$ cat config.mk
export PLATFORM = sky130hd
export DESIGN_NAME = vga_timing_gen
export DESIGN_NICKNAME = d
export VERILOG_FILES = /design/src/rtl/vga_timing_gen.sv
export SDC_FILE = /design/constraint.sdc
export NUM_CORES = 1
export LEC_CHECK = 0
export ABC_AREA = 1
export BUFFER_PORTS_ARGS = -buffer_cell sky130_fd_sc_hd__buf_2
export CAP_MARGIN = 25
export CORE_MARGIN = 3
export CORE_UTILIZATION = 55
export CTS_BUF_LIST = sky130_fd_sc_hd__clkbuf_8 sky130_fd_sc_hd__clkbuf_16
export DETAILED_ROUTE_END_ITERATION = 10
export PLACE_DENSITY = 0.79
export SLEW_MARGIN = 20
export SYNTH_ARGS = -nofsm -noshare
export SYNTH_HDL_FRONTEND = slang
export SYNTH_SLANG_ARGS = --single-unit
export TNS_END_PERCENT = 100
$ cat constraint.sdc
create_clock -name vga_clk -period 4.9 [get_ports vga_clk]
set_clock_uncertainty 0.1 [all_clocks]
set_input_delay 0.98 -clock vga_clk [delete_from_list [all_inputs] [get_ports vga_clk]]
set_output_delay 0.98 -clock vga_clk [all_outputs]
set_load 0.02 [all_outputs]
$ cat src/rtl/vga_timing_gen.sv
// Raster timing generator for the 640x480 @ 60 Hz path: pixel/line counters,
// visible-area flag, delay-aligned sync, line/frame strobes and frame counter.
module vga_timing_gen #(
    parameter int unsigned H_VISIBLE   = 640,
    parameter int unsigned H_FP        = 16,
    parameter int unsigned H_SYNC      = 96,
    parameter int unsigned H_BP        = 48,
    parameter int unsigned V_VISIBLE   = 480,
    parameter int unsigned V_FP        = 10,
    parameter int unsigned V_SYNC      = 2,
    parameter int unsigned V_BP        = 33,
    parameter logic        SYNC_ACTIVE = 1'b0,
    parameter int unsigned PIPE_DELAY  = 1,
    parameter int unsigned FRAME_CNT_W = 8
) (
    input  logic                   vga_clk,
    input  logic                   reset,
    output logic [9:0]             DrawX,
    output logic [9:0]             DrawY,
    output logic                   blank,
    output logic                   hs,
    output logic                   vs,
    output logic                   line_start,
    output logic                   frame_start,
    output logic [FRAME_CNT_W-1:0] frame_count
);

    localparam int unsigned CNT_W    = 10;
    localparam int unsigned H_TOTAL  = H_VISIBLE + H_FP + H_SYNC + H_BP;
    localparam int unsigned V_TOTAL  = V_VISIBLE + V_FP + V_SYNC + V_BP;
    localparam int unsigned HS_START = H_VISIBLE + H_FP;
    localparam int unsigned HS_END   = HS_START + H_SYNC;
    localparam int unsigned VS_START = V_VISIBLE + V_FP;
    localparam int unsigned VS_END   = VS_START + V_SYNC;

    logic             h_wrap_c;
    logic             v_wrap_c;
    logic [CNT_W-1:0] x_next_c;
    logic [CNT_W-1:0] y_next_c;
    logic             blank_next_c;
    logic             hs_next_c;
    logic             vs_next_c;
    logic             hs_raw;
    logic             vs_raw;

    // Next raster position and the attributes it will carry once registered.
    always_comb begin
        h_wrap_c     = (DrawX == CNT_W'(H_TOTAL - 1));
        v_wrap_c     = (DrawY == CNT_W'(V_TOTAL - 1));
        x_next_c     = h_wrap_c ? '0 : DrawX + CNT_W'(1);
        y_next_c     = DrawY;
        if (h_wrap_c) begin
            y_next_c = v_wrap_c ? '0 : DrawY + CNT_W'(1);
        end
        blank_next_c = (x_next_c < CNT_W'(H_VISIBLE)) && (y_next_c < CNT_W'(V_VISIBLE));
        hs_next_c    = ((x_next_c >= CNT_W'(HS_START)) && (x_next_c < CNT_W'(HS_END)))
                       ? SYNC_ACTIVE : ~SYNC_ACTIVE;
        vs_next_c    = ((y_next_c >= CNT_W'(VS_START)) && (y_next_c < CNT_W'(VS_END)))
                       ? SYNC_ACTIVE : ~SYNC_ACTIVE;
    end

    // Counters, strobes and undelayed sync all update on the same edge.
    always_ff @(posedge vga_clk or posedge reset) begin
        if (reset) begin
            DrawX       <= '0;
            DrawY       <= '0;
            blank       <= 1'b1;
            hs_raw      <= ~SYNC_ACTIVE;
            vs_raw      <= ~SYNC_ACTIVE;
            line_start  <= 1'b0;
            frame_start <= 1'b0;
            frame_count <= '0;
        end else begin
            DrawX       <= x_next_c;
            DrawY       <= y_next_c;
            blank       <= blank_next_c;
            hs_raw      <= hs_next_c;
            vs_raw      <= vs_next_c;
            line_start  <= h_wrap_c;
            frame_start <= h_wrap_c && v_wrap_c;
            if (h_wrap_c && v_wrap_c) begin
                frame_count <= frame_count + FRAME_CNT_W'(1);
            end
        end
    end

    // Sync delay line keeps hs/vs aligned with downstream registered colour.
    generate
        if (PIPE_DELAY == 0) begin : g_no_delay
            assign hs = hs_raw;
            assign vs = vs_raw;
        end else begin : g_delay
            logic [PIPE_DELAY-1:0] hs_pipe;
            logic [PIPE_DELAY-1:0] vs_pipe;

            always_ff @(posedge vga_clk or posedge reset) begin
                if (reset) begin
                    hs_pipe <= {PIPE_DELAY{~SYNC_ACTIVE}};
                    vs_pipe <= {PIPE_DELAY{~SYNC_ACTIVE}};
                end else begin
                    hs_pipe[0] <= hs_raw;
                    vs_pipe[0] <= vs_raw;
                    for (int i = 1; i < int'(PIPE_DELAY); i++) begin
                        hs_pipe[i] <= hs_pipe[i-1];
                        vs_pipe[i] <= vs_pipe[i-1];
                    end
                end
            end

            assign hs = hs_pipe[PIPE_DELAY-1];
            assign vs = vs_pipe[PIPE_DELAY-1];
        end
    endgenerate

endmodule
After elaboration in Yosys (flattened, before gate mapping)
Cells that the tools add are included.
- add/subtract/negate cells: 3
- $mul: 0
- divide/modulo/power cells: 0
- $lt $le $gt $ge: 6
- equality and inequality tests: 2
- shift operators: 0
- muxes and demuxes: 5
- bitwise gates (word level): 0
- reduce and logical (&&, ||, !) cells: 4
- operators by type and width (cell ; count):
    $mux 10 ; 3
    $add 10x1->10 const B ; 2
    $eq 10x10->1 const B ; 2
    $lt 10x10->1 const B ; 2
    $lt 10x9->1 const B ; 2
    $ge 10x10->1 const B ; 1
    $ge 10x9->1 const B ; 1
    $add 8x1->8 const B ; 1
    $logic_and 1x1->1 ; 4
    $mux 1 ; 2
- flip-flop bits (word level): 35
- bits in latches: 0
- bits in writable memories: 0
- memory bits (read-only): 0
- input bits: 2
- output and inout bits: 33
- logic and storage cells: 30
- memories: 0

Logic depth before layout (Yosys ltp)
Gate-level depths: netlist (run 1).
- depth after elaboration: 6
- mapped depth: 12
- depth with buffers taken out: 12

Least setup slack after synthesis (run 1)
No wires, ideal clock.
- kind: flip-flop to flip-flop
- start: register DrawX[0]
- end: register frame_count[6]
- setup time: 129 ps
- data arrival time: 1557 ps
- required time: 4671 ps
- path slack: 3113 ps
- cell stages (with the launch flop): 10
- buffers on the path: 0
- period minus slack after synthesis: 1787 ps
- cells stage by stage: dfrtp_1 -> ha_1 -> nand2_2 -> nor2_8 -> nand2_4 -> nor2_8 -> inv_4 -> nor2_4 -> nand2_1 -> xnor2_1
- word-level cells in the longest chain between the ends: 2
- RTL lines (what ; RTL line ; RTL):
    start: declaration ; 18 ; output logic [9:0] DrawX,
    start signal: assignment ; 74 ; DrawX <= x_next_c;
    $eq 10x10->1 ; 48 ; h_wrap_c = (DrawX == CNT_W'(H_TOTAL - 1));
    $logic_and 1x1->1 ; 81 ; if (h_wrap_c && v_wrap_c) begin
    end signal: assignment ; 82 ; frame_count <= frame_count + FRAME_CNT_W'(1);
    end: declaration ; 25 ; output logic [FRAME_CNT_W-1:0] frame_count
No other way between the ends.
A chain may end at the register's enable or synchronous reset.

Worst setup path after layout (run 1)
- start: register DrawY[5]
- end: output port DrawY[5]
- RTL lines (what ; RTL line ; RTL):
    start: declaration ; 19 ; output logic [9:0] DrawY,
    start signal: assignment ; 75 ; DrawY <= y_next_c;
No word-level cell between the ends.

==> results.json, run 1 <==
{
  "r2r_start": "DrawX[0]",
  "slew_headroom": 0.719,
  "rows": 20,
  "dr.first_iter.drc_count": 62,
  "min_path_cells": 0,
  "netlist_area_sq_mm": 0.00190,
  "clk_pin_slew_worst_paths_ps": 60,
  "final.period_utilization": 0.419,
  "startpoint": "DrawY[5]",
  "yosys.area.top_type": "dfrtp_1",
  "crit_family": "flip-flops",
  "area_growth_pct": 16.5,
  "globalRoute.totalOverflow": 0,
  "numCtsBuffers": 5,
  "synth-seq-area-share": 0.465,
  "finalHoldWorstSlack_ps": 256,
  "slowest_delay_ps": 480,
  "holdCritPathClass": "reg -> reg",
  "p_leak_uw": 0.00129,
  "seqCellArea_sq_um": 882,
  "crit_chain": "buf_2",
  "post-route-util": 0.696,
  "worst-r2r-cell-count": 11,
  "synth_area_per_cell_sq_um": 7.98,
  "post-dp-hpwl_um": 2850,
  "cp_max_fo": 8,
  "drc": 0,
  "cts_sinks": 35,
  "num_antenna_cells": 0,
  "fillers": 290,
  "finalSetupViolations": 0,
  "status": "complete, no violations",
  "clock_latency_ps": 270,
  "fmax_ghz": 0.487,
  "syn_nets": 244,
  "layout_commonest_cell": "nand2_1",
  "worstSetupPathType": "reg -> out",
  "grt_max_degree": 36,
  "cts-root-buf": "clkbuf_8",
  "fin_cells": 325,
  "port_buffers": 34,
  "initial_core_util": 0.597,
  "mostFrequentLayoutCells": "nand2_1, buf_2, inv_1",
  "clockBufferDepth": 2,
  "worst_slew_pin_slew_ps": 422,
  "period_minus_slack_ps": 2050,
  "rrSetupSlack_ps": 3050,
  "grt_setup_unrepaired": "false",
  "via_count": 1597,
  "crit_arrival_ps": 970,
  "netlist_instances": 238,
  "ir_worst_vdd_uv": 172,
  "nets": 286,
  "p_per_area_mw_per_mm2": 216,
  "drive_gt1_frac": 0.253,
  "drt_pass1_iterations": 4,
  "cts_tree": "built",
  "die_h_um": 64.7,
  "grtUsageTotal": 0.202,
  "hold_viol_final": 0,
  "drt-total-wl_um": 3680,
  "antenna_found_initial": 0,
  "wl_per_cell_um": 11.3,
  "hp-start": "hs_raw",
  "synth_top_area_frac": 0.396,
  "critPathBufInv": 1,
  "crit_slowest_cell": "dfrtp_1",
  "multi_input_area_sq_um": 855,
  "synth_cell_types": 28,
  "holdBufCountCts": 0,
  "setup_tns_ps": 0,
  "grt_pass1_vias": 1543,
  "drv_cap": 0,
  "globalplace.congestion": 0.938,
  "vias_per_cell": 4.91,
  "place_inst": 317,
  "reg2reg_to": "vs_raw",
  "yosys-top-cells-area": "dfrtp_1, nand2_1, dfstp_2",
  "cts_htree_levels": 2,
  "drv_slew": 0,
  "grt_pass1_wl_um": 6730,
  "io_pins": 35,
  "worstHoldEndpoint": "hs",
  "p_total_uw": 477,
  "antenna_left": 0,
  "cts_setup_buffers": 0,
  "synth_seq_cells": 35,
  "cp-start-kind": "register",
  "synth_warnings": 0,
  "die_area_sq_mm": 0.00419,
  "cts-resized-gates": 0,
  "core_area_sq_mm": 0.00318,
  "die_w_um": 64.7,
  "critPathCaptureType": "primary output",
  "critPathRequiredTime_ps": 3820
}
[layout make-up]
type | instances | area share
timing repair buffer | 35 | 0.0804
tap | 44 | 0.0249
sequential | 35 | 0.399
clock buffer | 5 | 0.0311
multi-input combinational | 162 | 0.387
clock inverter | 3 | 0.00509
inverter | 41 | 0.0730
[power breakdown]
part	total, uW	internal (uW)	leakage, uW	switching, uW
clock network	182	94.4	0.0000519	87.5
registers	289	289	0.000457	0
logic	6.21	0.867	0.000776	5.34
[cell usage after synthesis]
cell and count:
nand3_1 16, nand3_2 1, nor2_4 2, nand3_4 1, nand2_2 2, inv_1 30
nor2_2 2, a21oi_1 1, o21ai_0 3, a21oi_2 1, ha_1 4, nand2_4 2
o21bai_1 1, nor2_8 2, nor2_1 29, nor3_2 1, o21ai_2 1, clkinv_4 1
dfstp_2 5, nand4_1 9, dfrtp_1 30, nor3_1 4, inv_2 9, xnor2_1 3
inv_4 1, nand2_1 70, xor2_1 6, o21ai_1 1
[routing by layer]
metal | routed length [um] | vias to the layer above | GRT usage
li1 | - | 824 | -
met1 | 1720 | 736 | 0.275
met2 | 1730 | 30 | 0.318
met3 | 164 | 7 | 0.0381
met4 | 60 | 0 | 0.0818
met5 | 0 | - | 0
[worst max-delay path by stage]
stage                           endpoint  slack, ps  cells past startpoint
after floorplan                 DrawX[0]       3050                      1
after global placement    frame_count[6]       3080                     10
after detailed placement  frame_count[6]       3070                     10
after CTS                       DrawY[5]       2840                      1
after global routing            DrawY[5]       2750                      1
final                           DrawY[5]       2850                      1
[state kept, by name (all words and copies together) (netlist names)]
name	count
vs_raw	1
line_start	1
frame_count	8
DrawX	10
hs	1
hs_raw	1
DrawY	10
vs	1
blank	1
frame_start	1
[per-stage QoR]
stage	setup WS [ps]	area [sq um]
6_report	2850	2210
5_1_grt	2750	2210
4_1_cts	2840	2210
3_5_place_dp	3070	2130
3_3_place_gp	3080	2130
2_1_floorplan	3050	1900
[kinds of logic (layout without fill, tap and decap cells)]
kind of cell,after synthesis,after routing,synth area share
compound gates,8,8,0.0264
xor+xnor,9,9,0.0415
flops,35,35,0.465
buf+inv,41,84,0.0850
fa+ha+maj,4,4,0.0264
simple gates,141,141,0.356
Power figures use the tool's default switching activity.
==> run 2, diff against run 1 <==
Clock period 4.9 ns to 2.1 ns, I/O delays scaled along.
==> run 2 against run 1 <==
  * Flip-flop and latch count is the same
  * Cell count stayed put
  * Clock power increased to 3.8 times the previous value
  * Register-to-register slack worse by 2800 ps
  * Sequential share of layout area decreased by 0.93 points
  * Core utilization is 1.7 points higher
  * Die area stayed put
  * Cell area up 2.4%
  * Setup slack worse by 2600 ps
  * Sequential power increased by 130%
  * Largest power group is now the clock network
  * Highest routed layer unchanged
==> results.json, run 2 (synthesized netlist as in run 1, its figures left out) <==
{
  "cts_tree": "built",
  "holdCritPathClass": "in -> async",
  "critPathBufInv": 2,
  "slew_headroom": 0.723,
  "drc": 0,
  "drv_cap": 0,
  "area_growth_pct": 19.2,
  "status": "complete, no violations",
  "fillers": 263,
  "clk_pin_slew_worst_paths_ps": 70,
  "rows": 20,
  "setup_tns_ps": 0,
  "crit_arrival_ps": 1940,
  "dr.first_iter.drc_count": 90,
  "numCtsBuffers": 5,
  "grt_busiest_layer": "met2",
  "crit_chain": "inv_1, ha_1, nand2_1, nor2_1, nand3_2, nor2_8, inv_4, nor2_4, nand2_1, xnor2_1",
  "io_pins": 35,
  "num_antenna_cells": 0,
  "cts_sinks": 35,
  "period_minus_slack_ps": 1860,
  "grt_pass1_vias": 1475,
  "grt_max_degree": 36,
  "critPathRequiredTime_ps": 2180,
  "final.period_utilization": 0.887,
  "die_h_um": 64.7,
  "vias_per_cell": 4.93,
  "worst_slew_pin_slew_ps": 415,
  "grt_pass1_wl_um": 6490,
  "clock_latency_ps": 280,
  "nets": 286,
  "die_w_um": 64.7,
  "cts-root-buf": "clkbuf_8",
  "mostFrequentLayoutCells": "nand2_1, buf_2, inv_1",
  "wl_per_cell_um": 11.3,
  "grt_use_met1": 0.271,
  "layout_commonest_cell": "nand2_1",
  "hold_viol_final": 0,
  "drt-total-wl_um": 3660,
  "crit_family": "simple AND/OR/NAND/NOR gates",
  "post-dp-hpwl_um": 2710,
  "cp-start-kind": "register",
  "port_buffers": 34,
  "cts_htree_levels": 2,
  "antenna_left": 0,
  "drive_gt1_frac": 0.260,
  "cts_setup_buffers": 0,
  "antenna_found_initial": 0,
  "cp_common_cell": "nand2_1",
  "grt_setup_unrepaired": "false",
  "holdBufCountCts": 0,
  "cp_max_fo": 7,
  "grtUsageTotal": 0.203,
  "p_leak_uw": 0.00130,
  "globalRoute.totalOverflow": 0,
  "p_per_area_mw_per_mm2": 612,
  "finalSetupViolations": 0,
  "post-route-util": 0.712,
  "drv_slew": 0,
  "globalplace.congestion": 0.852,
  "slowest_delay_ps": 420,
  "die_area_sq_mm": 0.00419,
  "met2_usage": 0.304,
  "ir_worst_vdd_uv": 449,
  "cts-resized-gates": 0,
  "core_area_sq_mm": 0.00318,
  "worstSetupPathType": "reg -> reg",
  "reg_top3": "DrawX: 10 flops, DrawY: 10 flops, frame_count: 8 flops",
  "via_count": 1602,
  "globalRouteMet3Util": 0.0659,
  "drt_pass1_iterations": 4,
  "fmax_ghz": 0.537,
  "critPathCaptureType": "register",
  "initial_core_util": 0.597,
  "crit_slowest_cell": "dfrtp_1",
  "clockBufferDepth": 2
}
-- run 2: cell types whose count changed in the layout (fill, tap and decap cells not counted), sizes merged --
cell / previous run / this run
inv: 43 / 41
bufinv: 0 / 2
-- run 2: layer usage --
| layer | routed length, um | vias up |
|---|---|---|
| met4 | 51 | 0 |
| met2 | 1670 | 48 |
| met3 | 218 | 6 |
| li1 | - | 824 |
| met1 | 1720 | 724 |
| met5 | 0 | - |
-- run 2: per-stage QoR --
step | std cells | instance area [sq um] | setup slack (ps) | power, uW | hold WS (ps)
after floorplan | 238 | 1900 | 313 | 697 | 245
after global placement | 317 | 2130 | 287 | 702 | 245
after detailed placement | 317 | 2130 | 254 | 702 | 249
after CTS | 325 | 2260 | 229 | 1400 | 123
after global routing | 325 | 2260 | 97.6 | 1450 | 152
final | 325 | 2260 | 237 | 1390 | 110
-- run 2: worst paths after layout --
check	start	endpoint	slack, ps	depth (start not counted)
min	reset	DrawX[1]	110	3
max	DrawY[0]	frame_count[6]	240	10
min reg2reg	hs_raw	hs	260	0
max reg2reg	DrawY[0]	frame_count[6]	240	10
max in group asynchronous	reset	hs	1450	3
min in group vga_clk	hs_raw	hs	260	0
-- run 2: cell type report --
type                    count  area [sq um]  area share
multi-input cells         162           855       0.378
clock buffers               5          68.8      0.0304
clock inverters             3          63.8      0.0282
flip-flops and latches     35           882       0.390
repair buffers             35           178      0.0785
inverters                  41           161      0.0713
well taps                  44          55.1      0.0243
-- run 2: worst min-delay path: stages --
cell and delay [ps]:
buf_2 90, inv_1 40, buf_4 370
-- run 2: report_power, final --
part	switching [uW]	total, uW	internal [uW]
combinational	12.2	14.2	2.02
clock	228	697	469
sequential	0	675	675
==> run 3, diff against run 2 <==
Settings changed: BUFFER_PORTS_ARGS -buffer_cell sky130_fd_sc_hd__buf_2 to not set, DONT_BUFFER_PORTS set to 1, PLACE_DENSITY 0.79 to 0.7, RECOVER_POWER set to 50.
==> run 3 against run 2 <==
  * Register-to-register slack about the same
  * Core utilization fell by 3.2 points
  * Die area unchanged
  * Wire length grew 8.6%
  * Highest routed layer unchanged
  * Power fell by 5.1%
  * Setup slack gained 9.5 ps
  * Cell count is 6.8% lower
  * Flip-flop and latch count stayed put
  * Non-clock buffer count down 22
==> results.json, run 3 (synthesized netlist as in run 1, its figures left out) <==
{
  "rows": 20,
  "crit_slowest_cell": "dfrtp_1",
  "setup_ws_ps": 247,
  "layout_commonest_cell": "nand2_1",
  "worstSetupPathType": "reg -> reg",
  "port_buffers": 0,
  "reg_top3": "DrawX: 10 flops, DrawY: 10 flops, frame_count: 8 flops",
  "vias_per_cell": 5.00,
  "status": "complete, no violations",
  "globalplace.congestion": 0.935,
  "rrSetupSlack_ps": 250,
  "p_per_area_mw_per_mm2": 608,
  "crit_chain": "ha_1, nand2_1, nor2_8, nand3_4, clkinv_4, nor2_1, nor3_1, nor2_1, nand3_1",
  "crit_arrival_ps": 1950,
  "fmax_ghz": 0.540,
  "cts_htree_levels": 2,
  "ir_worst_vdd_uv": 476,
  "p_leak_uw": 0.00119,
  "drt_pass1_iterations": 4,
  "numCtsBuffers": 5,
  "critPathRequiredTime_ps": 2200,
  "die_area_sq_mm": 0.00419,
  "setup_tns_ps": 0,
  "cts_tree": "built",
  "nets": 264,
  "power.switching_uw": 256,
  "grt_max_degree": 36,
  "cts_setup_buffers": 0,
  "drive_gt1_frac": 0.193,
  "wl_per_cell_um": 13.1,
  "drv_slew": 0,
  "holdCritPathClass": "in -> async",
  "swShare": 0.194,
  "holdBufCountCts": 0,
  "slew_headroom": 0.443,
  "cp-start-kind": "register",
  "critPathCaptureType": "register",
  "grt_pass1_vias": 1524,
  "cts_sinks": 35,
  "p_seq_frac": 0.513,
  "slowest_delay_ps": 380,
  "drc": 0,
  "die_h_um": 64.7,
  "clockBufferDepth": 2,
  "final.period_utilization": 0.882,
  "power_frac_comb": 0.010,
  "initial_core_util": 0.597,
  "grt_pass1_wl_um": 6940,
  "drv_cap": 0,
  "mostFrequentLayoutCells": "nand2_1, dfrtp_1, inv_1, nor2_1, nand3_1",
  "cp_max_fo": 10,
  "globalRoute.totalOverflow": 0,
  "antenna_found_initial": 0,
  "cts-root-buf": "clkbuf_8",
  "p_int_uw": 1060,
  "cts-resized-gates": 0,
  "io_pins": 35,
  "area_growth_pct": 13.8,
  "drt-total-wl_um": 3970,
  "post-dp-hpwl_um": 3030,
  "finalSetupViolations": 0,
  "period_minus_slack_ps": 1850,
  "antenna_left": 0,
  "clock_latency_ps": 290,
  "clk_pin_slew_worst_paths_ps": 70,
  "pwr-share-clk": 0.477,
  "grtUsageTotal": 0.220,
  "core_area_sq_mm": 0.00318,
  "die_w_um": 64.7,
  "worst_slew_pin_slew_ps": 836,
  "fillers": 264,
  "num_antenna_cells": 0,
  "grt_setup_unrepaired": "false",
  "hold_viol_final": 0,
  "cp_common_cell": "nor2_1",
  "via_count": 1516,
  "dr.first_iter.drc_count": 102,
  "pre_cts_ws_ps": 238
}
==> run 3: cell count changes in the layout (fill, tap and decap cells not counted) <==
cell	previous run	this run
buf_2	34	0
buf_4	1	12
bufinv_16	2	1
clkbuf_2	0	1
clkbuf_8	5	6
clkinv_2	0	1
inv_1	31	30
nand2_1	70	71
nand2_2	2	1
nor2_1	29	30
nor2_2	2	1
==> run 3: critical path: cells and delay by family, from the launching register on <==
family                     cells  cell delay [ps]
and+or+nand+nor                7              960
DFF                            1              380
adders and majority gates      1              210
buffers and inverters          1              120
==> run 3: layer usage <==
metal,vias to the layer above,global-route usage,routed length (um)
li1,785,-,-
met2,42,0.338,1870
met5,-,0,0
met3,10,0.0589,214
met1,679,0.274,1780
met4,0,0.137,116
==> run 3: worst paths after layout <==
check,start,cells past startpoint,endpoint
setup reg to reg,DrawX[0],9,hs_raw
min in group vga_clk,hs_raw,0,hs
max in group asynchronous,reset,2,DrawY[0]
hold / removal,reset,2,frame_count[3]
hold reg to reg,hs_raw,0,hs
setup / recovery,DrawX[0],9,hs_raw
==> run 3: power groups by stage <==
stage	Combinational [uW]	Clock (uW)	Sequential [uW]
5_1_grt	16.0	669	674
4_1_cts	14.9	632	674
3_5_place_dp	15.2	0	687
2_1_floorplan	9.85	0	687
6_report	13.1	627	674
3_3_place_gp	15.2	0	687
==> run 3: cell type report <==
cell class | count | area (sq um) | share of cell area
clock buffer | 6 | 82.6 | 0.0382
multi-input combinational | 162 | 850 | 0.393
inverter | 41 | 161 | 0.0747
tap | 44 | 55.1 | 0.0255
clock inverter | 2 | 35.0 | 0.0162
timing repair buffer | 13 | 95.1 | 0.0440
sequential | 35 | 882 | 0.408
==> run 3: through the flow <==
stage / instances / power [uW] / utilization / hold slack [ps] / area (sq um)
floorplan: 238 / 697 / - / 245 / 1900
global route: 303 / 1360 / 0.680 / 245 / 2160
finish: 303 / 1310 / 0.680 / 160 / 2160
CTS: 303 / 1320 / 0.682 / 20.5 / 2170
detailed placement: 295 / 702 / 0.645 / 250 / 2050
global placement: 295 / 702 / 0.645 / 248 / 2050
